==> src/rtl/icache_pkg.sv <==
// rtl/icache_pkg.sv - shared refill state type, default geometry and helpers for the icache refill controller
package icache_pkg;

  typedef enum logic [1:0] {
    ST_IDLE      = 2'd0,
    ST_REQ       = 2'd1,
    ST_WAIT_DATA = 2'd2,
    ST_WRITE     = 2'd3
  } refill_state_t;

  localparam int DEF_PC_SIZE    = 32;
  localparam int DEF_BLOCK_SIZE = 128;
  localparam int DEF_BUS_WIDTH  = 32;
  localparam int BEATS          = DEF_BLOCK_SIZE / DEF_BUS_WIDTH;
  localparam int BEAT_CNT_W     = $clog2(BEATS);

  // Number of byte-offset bits inside one cache line.
  function automatic int line_off_w(input int block_size);
    return $clog2(block_size / 8);
  endfunction

endpackage

==> src/rtl/icache_line_buffer.sv <==
// rtl/icache_line_buffer.sv - beat-indexed line assembly buffer; slot 0 lands at the leftmost bits of block_o
module icache_line_buffer
  import icache_pkg::*;
#(
  parameter int BUS_WIDTH = DEF_BUS_WIDTH,
  parameter int NBEATS    = BEATS,
  parameter int CNT_W     = BEAT_CNT_W
) (
  input  logic                          clk,
  input  logic                          nrst,
  input  logic                          wr_en_i,
  input  logic [CNT_W-1:0]              slot_i,
  input  logic [BUS_WIDTH-1:0]          wdata_i,
  output logic [0:NBEATS*BUS_WIDTH-1]   block_o
);

  logic [BUS_WIDTH-1:0] slot_q [NBEATS];

  always_ff @(posedge clk) begin
    if (!nrst) begin
      for (int k = 0; k < NBEATS; k++) slot_q[k] <= '0;
    end else if (wr_en_i) begin
      slot_q[slot_i] <= wdata_i;
    end
  end

  for (genvar k = 0; k < NBEATS; k++) begin : g_slot
    assign block_o[k*BUS_WIDTH +: BUS_WIDTH] = slot_q[k];
  end

endmodule

==> src/rtl/icache_refill_ctrl.sv <==
// rtl/icache_refill_ctrl.sv - icache miss/refill FSM: stalls fetch, reads a line from IRAM, writes it into the cache.
// Optional miss/stall performance counters with ICACHE_PERF_CNT_EN.
module icache_refill_ctrl
  import icache_pkg::*;
#(
  parameter int PC_SIZE    = DEF_PC_SIZE,
  parameter int BLOCK_SIZE = DEF_BLOCK_SIZE,
  parameter int BUS_WIDTH  = DEF_BUS_WIDTH
) (
  input  logic                  clk,
  input  logic                  nrst,
  input  logic [PC_SIZE-1:0]    pc,
  input  logic                  fetch_req,
  input  logic                  hit,
  input  logic                  flush,
  output logic                  stall,
  output logic                  cache_we,
  output logic [0:BLOCK_SIZE-1] block_out,
  output logic                  mem_req,
  output logic [PC_SIZE-1:0]    mem_addr,
  input  logic                  mem_gnt,
  input  logic                  mem_rvalid,
  input  logic [BUS_WIDTH-1:0]  mem_rdata
`ifdef ICACHE_PERF_CNT_EN
  ,
  output logic [31:0]           miss_cnt,
  output logic [31:0]           stall_cnt
`endif
);

  localparam int NBEATS = BLOCK_SIZE / BUS_WIDTH;
  localparam int CNT_W  = $clog2(NBEATS);
  localparam int OFF_W  = line_off_w(BLOCK_SIZE);
  localparam logic [PC_SIZE-1:0] LINE_MASK = ~((PC_SIZE'(1) << OFF_W) - PC_SIZE'(1));

  refill_state_t        state_q, state_d;
  logic [PC_SIZE-1:0]   line_addr_q, line_addr_d;
  logic [CNT_W-1:0]     cnt_q, cnt_d;
  logic                 drop_q, drop_d;
  logic                 miss, last_beat, beat_we;

  assign miss      = fetch_req & ~hit;
  assign last_beat = (cnt_q == CNT_W'(NBEATS - 1));
  assign beat_we   = (state_q == ST_WAIT_DATA) & mem_rvalid;

  always_comb begin
    state_d     = state_q;
    line_addr_d = line_addr_q;
    cnt_d       = cnt_q;
    drop_d      = drop_q;
    case (state_q)
      ST_IDLE: begin
        if (miss) begin
          state_d     = ST_REQ;
          line_addr_d = pc & LINE_MASK;
          cnt_d       = '0;
          drop_d      = 1'b0;
        end
      end
      ST_REQ: begin
        // A grant wins over a same-cycle flush: the IRAM is committed, so the line is drained and dropped.
        if (mem_gnt) begin
          state_d = ST_WAIT_DATA;
          drop_d  = flush;
        end else if (flush) begin
          state_d = ST_IDLE;
        end
      end
      ST_WAIT_DATA: begin
        drop_d = drop_q | flush;
        if (mem_rvalid) begin
          cnt_d = last_beat ? '0 : cnt_q + CNT_W'(1);
          if (last_beat) state_d = (drop_q | flush) ? ST_IDLE : ST_WRITE;
        end
      end
      ST_WRITE: state_d = ST_IDLE;
      default:  state_d = ST_IDLE;
    endcase
  end

  always_ff @(posedge clk) begin
    if (!nrst) begin
      state_q     <= ST_IDLE;
      line_addr_q <= '0;
      cnt_q       <= '0;
      drop_q      <= 1'b0;
    end else begin
      state_q     <= state_d;
      line_addr_q <= line_addr_d;
      cnt_q       <= cnt_d;
      drop_q      <= drop_d;
    end
  end

  assign stall    = (state_q != ST_IDLE) | miss;
  assign mem_req  = (state_q == ST_REQ);
  assign mem_addr = line_addr_q;
  assign cache_we = (state_q == ST_WRITE);

  icache_line_buffer #(
    .BUS_WIDTH (BUS_WIDTH),
    .NBEATS    (NBEATS),
    .CNT_W     (CNT_W)
  ) u_line_buffer (
    .clk     (clk),
    .nrst    (nrst),
    .wr_en_i (beat_we),
    .slot_i  (cnt_q),
    .wdata_i (mem_rdata),
    .block_o (block_out)
  );

`ifdef ICACHE_PERF_CNT_EN
  logic [31:0] miss_cnt_q, stall_cnt_q;

  always_ff @(posedge clk) begin
    if (!nrst) begin
      miss_cnt_q  <= '0;
      stall_cnt_q <= '0;
    end else begin
      if ((state_q == ST_IDLE) && miss && (miss_cnt_q != '1)) miss_cnt_q <= miss_cnt_q + 32'd1;
      if (stall && (stall_cnt_q != '1)) stall_cnt_q <= stall_cnt_q + 32'd1;
    end
  end

  assign miss_cnt  = miss_cnt_q;
  assign stall_cnt = stall_cnt_q;
`endif

endmodule

==> config.mk <==
export PLATFORM = sky130hd
export DESIGN_NAME = icache_refill_ctrl
export DESIGN_NICKNAME = d
export VERILOG_FILES = /design/src/rtl/icache_pkg.sv /design/src/rtl/icache_line_buffer.sv /design/src/rtl/icache_refill_ctrl.sv
export SDC_FILE = /design/constraint.sdc
export NUM_CORES = 1
export LEC_CHECK = 0
export CAP_MARGIN = 20
export CORE_ASPECT_RATIO = 0.8
export CORE_UTILIZATION = 48
export CTS_CLUSTER_DIAMETER = 30
export CTS_CLUSTER_SIZE = 8
export DETAILED_ROUTE_END_ITERATION = 12
export PLACE_DENSITY = 0.85
export SLEW_MARGIN = 20
export SYNTH_ARGS = -nofsm -noshare
export SYNTH_HDL_FRONTEND = slang
export SYNTH_HIERARCHICAL = 1
export SYNTH_SLANG_ARGS = --single-unit
==> constraint.sdc <==
create_clock -name clk -period 6 [get_ports clk]
set_input_delay 1.2 -clock clk [delete_from_list [all_inputs] [get_ports clk]]
set_output_delay 1.2 -clock clk [all_outputs]
set_load 0.02 [all_outputs]
# --- Yosys cells after proc, flatten, opt, wreduce, memory -nomap -nowiden ---
# Memories as Yosys holds them, arrays and structs flattened.
# Cells that the tools add are included.
word_totals:
  register_bits: 33
  latch_bits: 0
  ram_bits: 128
  romBits: 0
  in_bits: 71
  out_inout_bits: 163
  wordCells: 50
  mem_count: 1
op_classes:
  n_addsub: 1
  n_mul: 0
  n_div: 0
  n_lt_le_gt_ge: 0
  eq_ne: 9
  shifts: 0
  mux: 21
  bitwise: 5
  reduce_logical: 9
memory_table:
  columns: ["memory", "words", "width", "read_ports", "rd_ports_with_merged_regs", "write_ports", "line", "source"]
  rows:
  - ["u_line_buffer.slot_q", 4, 32, 4, 0, 4, "icache_line_buffer.sv:17", "logic [BUS_WIDTH-1:0] slot_q [NBEATS];"]
op_table:
  columns: ["cell", "n"]
  rows:
  - ["$mux 32", 1]
  - ["$reduce_or 32->1", 1]
  - ["$mux 2", 10]
  - ["$pmux 2 s4", 1]
  - ["$mux 1", 7]
  - ["$eq 2x2->1 const B", 3]
  - ["$ne 2x2->1 const B", 3]
  - ["$reduce_and 3->1", 2]
  - ["$pmux 2 s2", 1]
  - ["$reduce_and 4->1", 1]
  - ["$reduce_bool 2->1", 2]
  - ["$ne 3x2->1 const B", 1]
  - ["$pmux 1 s3", 1]
  - ["$reduce_bool 3->1", 1]
  - ["$add 2x1->2 const B", 1]
  - ["$and 1x1->1", 2]
  - ["$eq 2x1->1 const B", 1]
  - ["$logic_not 2->1", 1]
  - ["$ne 2x1->1 const B", 1]
  - ["$or 1x1->1", 2]
  - ["$reduce_and 2->1", 1]
  - ["$not 1->1", 1]

# --- Depth between registers and ports, before layout ---
# Gate-level depths: netlist of the first run.
depth:
  depth_word: 7
  depth_mapped: 8
  ltp_nobuf: 6

# --- Hierarchy ---
# Netlist of the first run, hierarchy kept.
modules_own_cells:
  columns: ["mod", "instances", "cells_each", "area_each_um2", "seq_area_each_um2"]
  rows:
  - ["icache_line_buffer", 1, 289, 4855.9, 3843.7]
  - ["icache_refill_ctrl", 1, 176, 1649.1, 660.6]

# --- Worst setup path before layout of the first run ---
# OpenSTA, ideal clock, no wires.
synth_path:
  path_kind: "input to register"
  start: "in mem_rvalid"
  end: "mem u_line_buffer/slot_q[0][0] (netlist bit) (enable)"
  setup_time_ns: 0.470
  arrival_ns: 3.950
  required_ns: 5.530
  slack_ns: 1.580
  cell_stages: 4
  path_buffers: 1
  cell_sequence: "and2_1 > buf_2 > inv_1 > o31ai_1"
synth_lines:
  columns: ["element", "line", "source"]
  rows:
  - ["from (decl)", "icache_refill_ctrl.sv:22", "input logic mem_rvalid,"]
  - ["to (decl)", "icache_line_buffer.sv:17", null]

==> results by group, run 1 <==
Status
  • Outcome: finished clean

Clocking
  • Clk sinks: about 160
  • H-Tree Depth: 4
  • Post-CTS setup buffers: 0
  • TritonCTS Buffers: 17
  • Post-cts sizing count: 0
  • Post-CTS Hold Fix Bufs: 0
  • Root Buffer: clkbuf_16
  • CTS tree: done
  • Clock transition at path regs: around 60 ps
  • Clock Latency Late Sink: about 420 ps
  • CTS Buffer Depth: 2

Final layout
  • Layout cell share with drive strength beyond 1: 0.123
  • Design Area, Final: 9440 um2
  • Finished Layout Cells: 874
  • Commonest non-fill, non-tap cell in the layout: clkdlybuf4s50_1
  • # diodes: 0
  • Commonest non-fill, non-tap cells in the layout: clkdlybuf4s50_1, edfxtp_1, and2_1, nand2_1, dfxtp_1
  • Core Util, Final: 0.723
  • Area of the multi-input gates: 1760 um2
  • Synthesis-to-layout area growth: 45.0%
  • Final net count: 766
  • Filler cells: between 800 and 900
  • Reg area: 4500 um2

Run
  • Max-Cap Viols: 0

STA
  • # setup viols final: 0
  • Max Slew Vio Count: 0
  • Hold Vio Cnt, Final: 0
  • Final min period: 3750 ps
  • Final Skew: between 15 and 20 ps
  • Slew @ Worst Pin: slightly above 1000 ps
  • Final worst-path cycle share: 0.626
  • RSZ-0062 raised after global routing: no
  • Max_slew headroom: 0.308
  • Final setup TNS: 0 ps
  • Maximum clock frequency: approximately 270 MHz

Power
  • Pwr per Cell Area: around 280 nW/um2
  • Total leakage power: 0.00359 uW
  • Peak VDD IR: 229 uV

Yosys
  • Post-Synth XOR/XNOR Area: 0
  • Multiplexer share of the synthesized area: 0.00154
  • Post-synth cell types: 44
  • Synth Instances: ~470
  • Synthesis-stage register bit count: 161
  • Ys Warns: 6
  • Synth Area in Compound Gates: 0.0577
  • Synthesized cell area: between 6000 and 7000 um2
  • Synth Area in Simple Gates: 0.188
  • Syn_area_per_cell: ~14 um2
  • Post-Synth Adder-Cell Area: 0.0154
  • Sequential fraction of the synthesis area: 0.692
  • Largest family of logic cells by synthesized area: simple AND/OR/NAND/NOR gates

Floorplanning
  • Die span in y: about 110 um
  • I/O pin count: ~230
  • Chip width: roughly 130 um
  • Initial Util: 0.498
  • Site Rows: 37
  • Die ar.: between 10000 and 15000 um2
  • Core Footprint: 13100 um2

Drt
  • Vias per cell: between 4 and 5
  • Final wirelength: 15.7 mm
  • Vias post-DR: around 4300
  • Wire per inst: 17.9 um
  • DR DRC count: 0
  • Detail Route Antenna Nets: 0
  • Initial DRC Count: 278
  • DR pass1 iterations: 4

Placement
  • Dpl cell area: between 8000 and 9000 um2
  • Port Buffers: between 200 and 250
  • Placed insts: about 840
  • RePlAce Congestion: slightly above 0.8
  • Hpwl dp: ~11 mm

Min path
  • Hold crit path type: reg -> reg
  • Hold_sp: mem_addr[21]

Setup path
  • Setup crit start kind: input port
  • CP required: 6090 ps
  • WP data arrival: 3850 ps
  • R2R Path Start: state_q[0]
  • CP max FO: 23
  • Worst setup path startpoint: mem_rvalid
  • Crit Path Category: in -> reg
  • Crit end category: register

Global routing
  • Vias in the first global route: between 4000 and 5000
  • First-pass GRT wire length: around 24 mm
  • Total Routing Usage GR: 0.232
  • Initial antenna violation count: 0
  • Total gr overflow: 0
  • Largest net degree at the start of global routing: 70
## worst max-delay path, stage by stage
cell	delay, ps
clkdlybuf4s50_1	490
and2_1	700
inv_1	350
o31ai_4	690
buf_4	420
## where the power goes
group | internal [uW] | leakage (uW) | switching, uW | total (uW)
registers | 1240 | 0.00159 | 18.8 | 1260
clock network | 686 | 0.000286 | 408 | 1090
logic | 140 | 0.00171 | 157 | 297
## final timing paths
| path | slack [ps] | to | cells after the start |
|---|---|---|---|
| setup reg to reg | 2780 | u_line_buffer/slot_q[0][25] | 6 |
| hold reg to reg | 460 | mem_addr[21] | 2 |
| setup / recovery | 2250 | u_line_buffer/slot_q[0][25] | 5 |
| hold / removal | 460 | mem_addr[21] | 2 |
## cells by family (layout without fill, tap and decap cells)
kind of cell | count (synthesis) | after routing
buf+inv | 40 | 271
fa+ha+maj | 8 | 8
compound gates | 42 | 42
other cells | 1 | 4
flops | 161 | 161
mux | 1 | 1
simple gates | 212 | 212
## registers in the layout, summed over array words and instances, names as in the netlist
name / flops
u_line_buffer/slot_q: 128
mem_addr: 28
cnt_q: 2
state_q: 2
drop_q: 1
## cells in the mapped netlist, drive strengths merged
master / count / area [um2]
and2: 89 / 559
nor2: 8 / 37.5
mux2i: 1 / 10.0
nand4b: 1 / 8.76
clkbuf: 13 / 52.6
edfxtp: 128 / 3840
a21o: 1 / 7.51
conb: 1 / 3.75
buf: 19 / 203
dfxtp: 33 / 661
nor3: 3 / 15.0
a21oi: 2 / 13.8
nor2b: 3 / 18.8
nand3: 4 / 20.0
ha: 8 / 100
o21ai: 7 / 35.0
inv: 8 / 30.0
o311a: 1 / 10.0
o31ai: 1 / 7.51
o21a: 1 / 7.51
a21boi: 28 / 285
nand4: 2 / 12.5
or2: 1 / 6.26
nand2: 65 / 299
a221oi: 1 / 8.76
and4b: 2 / 20.0
and4bb: 1 / 12.5
or2b: 1 / 7.51
nor3b: 1 / 7.51
nand2b: 2 / 20.0
and3: 29 / 181
## through the flow
| stage | power [uW] | hold slack (ps) | worst slack [ps] |
|---|---|---|---|
| global placement | 1570 | 447 | 1840 |
| detailed placement | 1580 | 451 | 1800 |
| floorplan | 1430 | 450 | 1580 |
| global route | 2740 | 468 | 2070 |
| finish | 2650 | 456 | 2250 |
| CTS | 2670 | 458 | 2230 |
## layout make-up
class	instances	area share
tap	175	0.0232
timing repair buffer	232	0.246
clock buffer	18	0.0455
clock inverter	13	0.0179
sequential	161	0.477
inverter	8	0.00318
multi-input combinational	267	0.187
## routing by layer
layer	GRT usage	wire, um
met4	0.0847	247
met5	0	0
met3	0.0892	1280
met2	0.383	7630
met1	0.278	6500
(Power assumes the default switching activity.)
==> inputs of run 2 (changes only) <==
--- a/config.mk
+++ b/config.mk
@@ -7,11 +7,11 @@
 export LEC_CHECK = 0
 export CAP_MARGIN = 20
 export CORE_ASPECT_RATIO = 0.8
-export CORE_UTILIZATION = 48
+export CORE_UTILIZATION = 41
 export CTS_CLUSTER_DIAMETER = 30
 export CTS_CLUSTER_SIZE = 8
 export DETAILED_ROUTE_END_ITERATION = 12
-export PLACE_DENSITY = 0.85
+export PLACE_DENSITY = 0.77
 export SLEW_MARGIN = 20
 export SYNTH_ARGS = -nofsm -noshare
 export SYNTH_HDL_FRONTEND = slang
==> constraint.sdc (replaced) <==
create_clock -name clk -period 3.2 [get_ports clk]
set_input_delay 0.64 -clock clk [delete_from_list [all_inputs] [get_ports clk]]
set_output_delay 0.64 -clock clk [all_outputs]
set_load 0.02 [all_outputs]
==> run 2 against run 1 <==
First-iteration DRC count down 12%. Non-clock buffer count up 8. Register-to-register slack worse by 2000 ps. Global-route usage down 3.5 points. Die area up 17%. Clock skew down 6.0 ps. Sequential share of layout area down 0.68 points. Flip-flop and latch count unchanged. Worst setup slack worse by 1600 ps. Via count up 1.5%. Critical endpoint is now stall. Highest routed layer unchanged.
==> results by group, run 2 (synthesis results as in run 1) <==
Floorplanning
  • Site Rows: 40
  • I/O pin count: around 230
  • Chip width: about 140 um
  • Core Footprint: ~15000 um2
  • Die ar.: between 15000 and 20000 um2
  • Die span in y: around 110 um
  • Initial Util: 0.426

Setup path
  • CP max FO: 5
  • Critical Path Sink: stall
  • Register-to-Register Path Depth: 5
  • Worst setup path startpoint: state_q[0]
  • CP required: around 2600 ps
  • Capturing point of the worst reg2reg path: u_line_buffer/slot_q[0][0]
  • R2R Path Start: state_q[0]
  • WP data arrival: 1960 ps
  • Crit end category: primary output
  • Setup crit start kind: register
  • Crit Path Category: reg -> out
  • R2R setup slack: 760 ps

Placement
  • RePlAce Congestion: 0.821
  • Hpwl dp: between 10 and 15 mm
  • Port Buffers: 225
  • Dpl cell area: around 9000 um2
  • Setup WS pre-CTS: between 300 and 400 ps

Clocking
  • Clock transition at path regs: roughly 70 ps
  • Root Buffer: clkbuf_16
  • Clock Latency Late Sink: 420 ps
  • Post-CTS Hold Fix Bufs: 0
  • Post-CTS setup buffers: 0
  • Post-cts sizing count: 0
  • CTS Buffer Depth: 2
  • CTS tree: done
  • H-Tree Depth: 4
  • TritonCTS Buffers: 17
  • Clk sinks: about 160

Global routing
  • Total Routing Usage GR: 0.198
  • Vias in the first global route: around 4300
  • Initial antenna violation count: 0
  • Total gr overflow: 0
  • Largest net degree at the start of global routing: 38
  • First-pass GRT wire length: between 20 and 25 mm

Final layout
  • Largest Register: u_line_buffer/slot_q
  • Commonest non-fill, non-tap cell in the layout: clkdlybuf4s50_1
  • Synthesis-to-layout area growth: 47.1%
  • Max reg flops: between 100 and 150
  • Design Area, Final: approximately 9600 um2
  • Layout cell share with drive strength beyond 1: 0.136
  • Final net count: 774
  • Commonest non-fill, non-tap cells in the layout: clkdlybuf4s50_1, edfxtp_1, and2_1, nand2_1, dfxtp_1
  • # diodes: 0

Min path
  • Hold_sp: mem_addr[19]
  • Hold crit path type: reg -> reg

Drt
  • Initial DRC Count: roughly 250
  • Vias per cell: roughly 4.8
  • Detail Route Antenna Nets: 0
  • DR pass1 iterations: 4
  • Wire per inst: 17.2 um
  • Vias post-DR: approximately 4400
  • DR DRC count: 0
  • Final wirelength: between 15 and 20 mm

STA
  • # setup viols final: 0
  • Final setup TNS: 0 ps
  • RSZ-0062 raised after global routing: no
  • Final Skew: ~9 ps
  • Final worst-path cycle share: 0.812
  • Hold Vio Cnt, Final: 0
  • Final min period: approximately 2600 ps
  • Maximum clock frequency: 385 MHz
  • Slew @ Worst Pin: about 1000 ps
  • Max_slew headroom: 0.346
  • Worst setup margin: between 600 and 700 ps
  • Max Slew Vio Count: 0

Run
  • Max-Cap Viols: 0

Power
  • Total chip power: around 5000 uW
  • Total leakage power: approximately 0.0036 uW
  • Peak VDD IR: about 390 uV
  • Pwr per Cell Area: around 520 nW/um2

Status
  • Outcome: finished clean
[run 2: critical path, cell delays in order, from the launching register on]
cell and delay, ps:
dfxtp_1 410, inv_1 130, ha_1 310, nand2_1 90, clkdlybuf4s50_1 610
[run 2: how the worst min path moves through the flow]
| stage | end | cells past startpoint | slack (ps) |
|---|---|---|---|
| global placement | mem_addr[27] | 2 | 450 |
| global route | mem_addr[18] | 2 | 480 |
| CTS | mem_addr[19] | 2 | 460 |
| finish | mem_addr[19] | 2 | 460 |
| detailed placement | mem_addr[19] | 2 | 450 |
| floorplan | drop_q | 2 | 450 |
[run 2: per-layer routing]
| metal | part of all wire | up-vias | track usage |
|---|---|---|---|
| met4 | 0.0098 | 0 | 0.0523 |
| met1 | 0.41 | 2091 | 0.231 |
| met5 | 0 | - | 0 |
| met3 | 0.098 | 14 | 0.0795 |
| li1 | - | 2066 | - |
| met2 | 0.48 | 204 | 0.338 |
[run 2: area by class of cell]
type / instances / area [um2]
clock buffers: 17 / 425
clock inverters: 15 / 189
repair buffers: 240 / 2400
fillers: 1139 / 5690
flip-flops and latches: 161 / 4500
multi-input cells: 267 / 1760
inverters: 8 / 30.0
well taps: 210 / 263
[run 2: metrics by stage]
| step | hold slack, ps | util | std cells |
|---|---|---|---|
| 2_1_floorplan | 450 | - | 468 |
| 3_3_place_gp | 446 | 0.587 | 886 |
| 3_5_place_dp | 452 | 0.587 | 886 |
| 4_1_cts | 462 | 0.627 | 918 |
| 5_1_grt | 478 | 0.627 | 918 |
| 6_report | 459 | 0.627 | 918 |
[run 2: report_power, final]
| part | leakage [uW] | total, uW | switching (uW) | internal [uW] |
|---|---|---|---|---|
| logic | 0.00175 | 559 | 295 | 264 |
| clock network | 0.000301 | 2090 | 900 | 1190 |
| registers | 0.00159 | 2360 | 34.7 | 2330 |
| total | 0.00364 | 5010 | 1230 | 3780 |
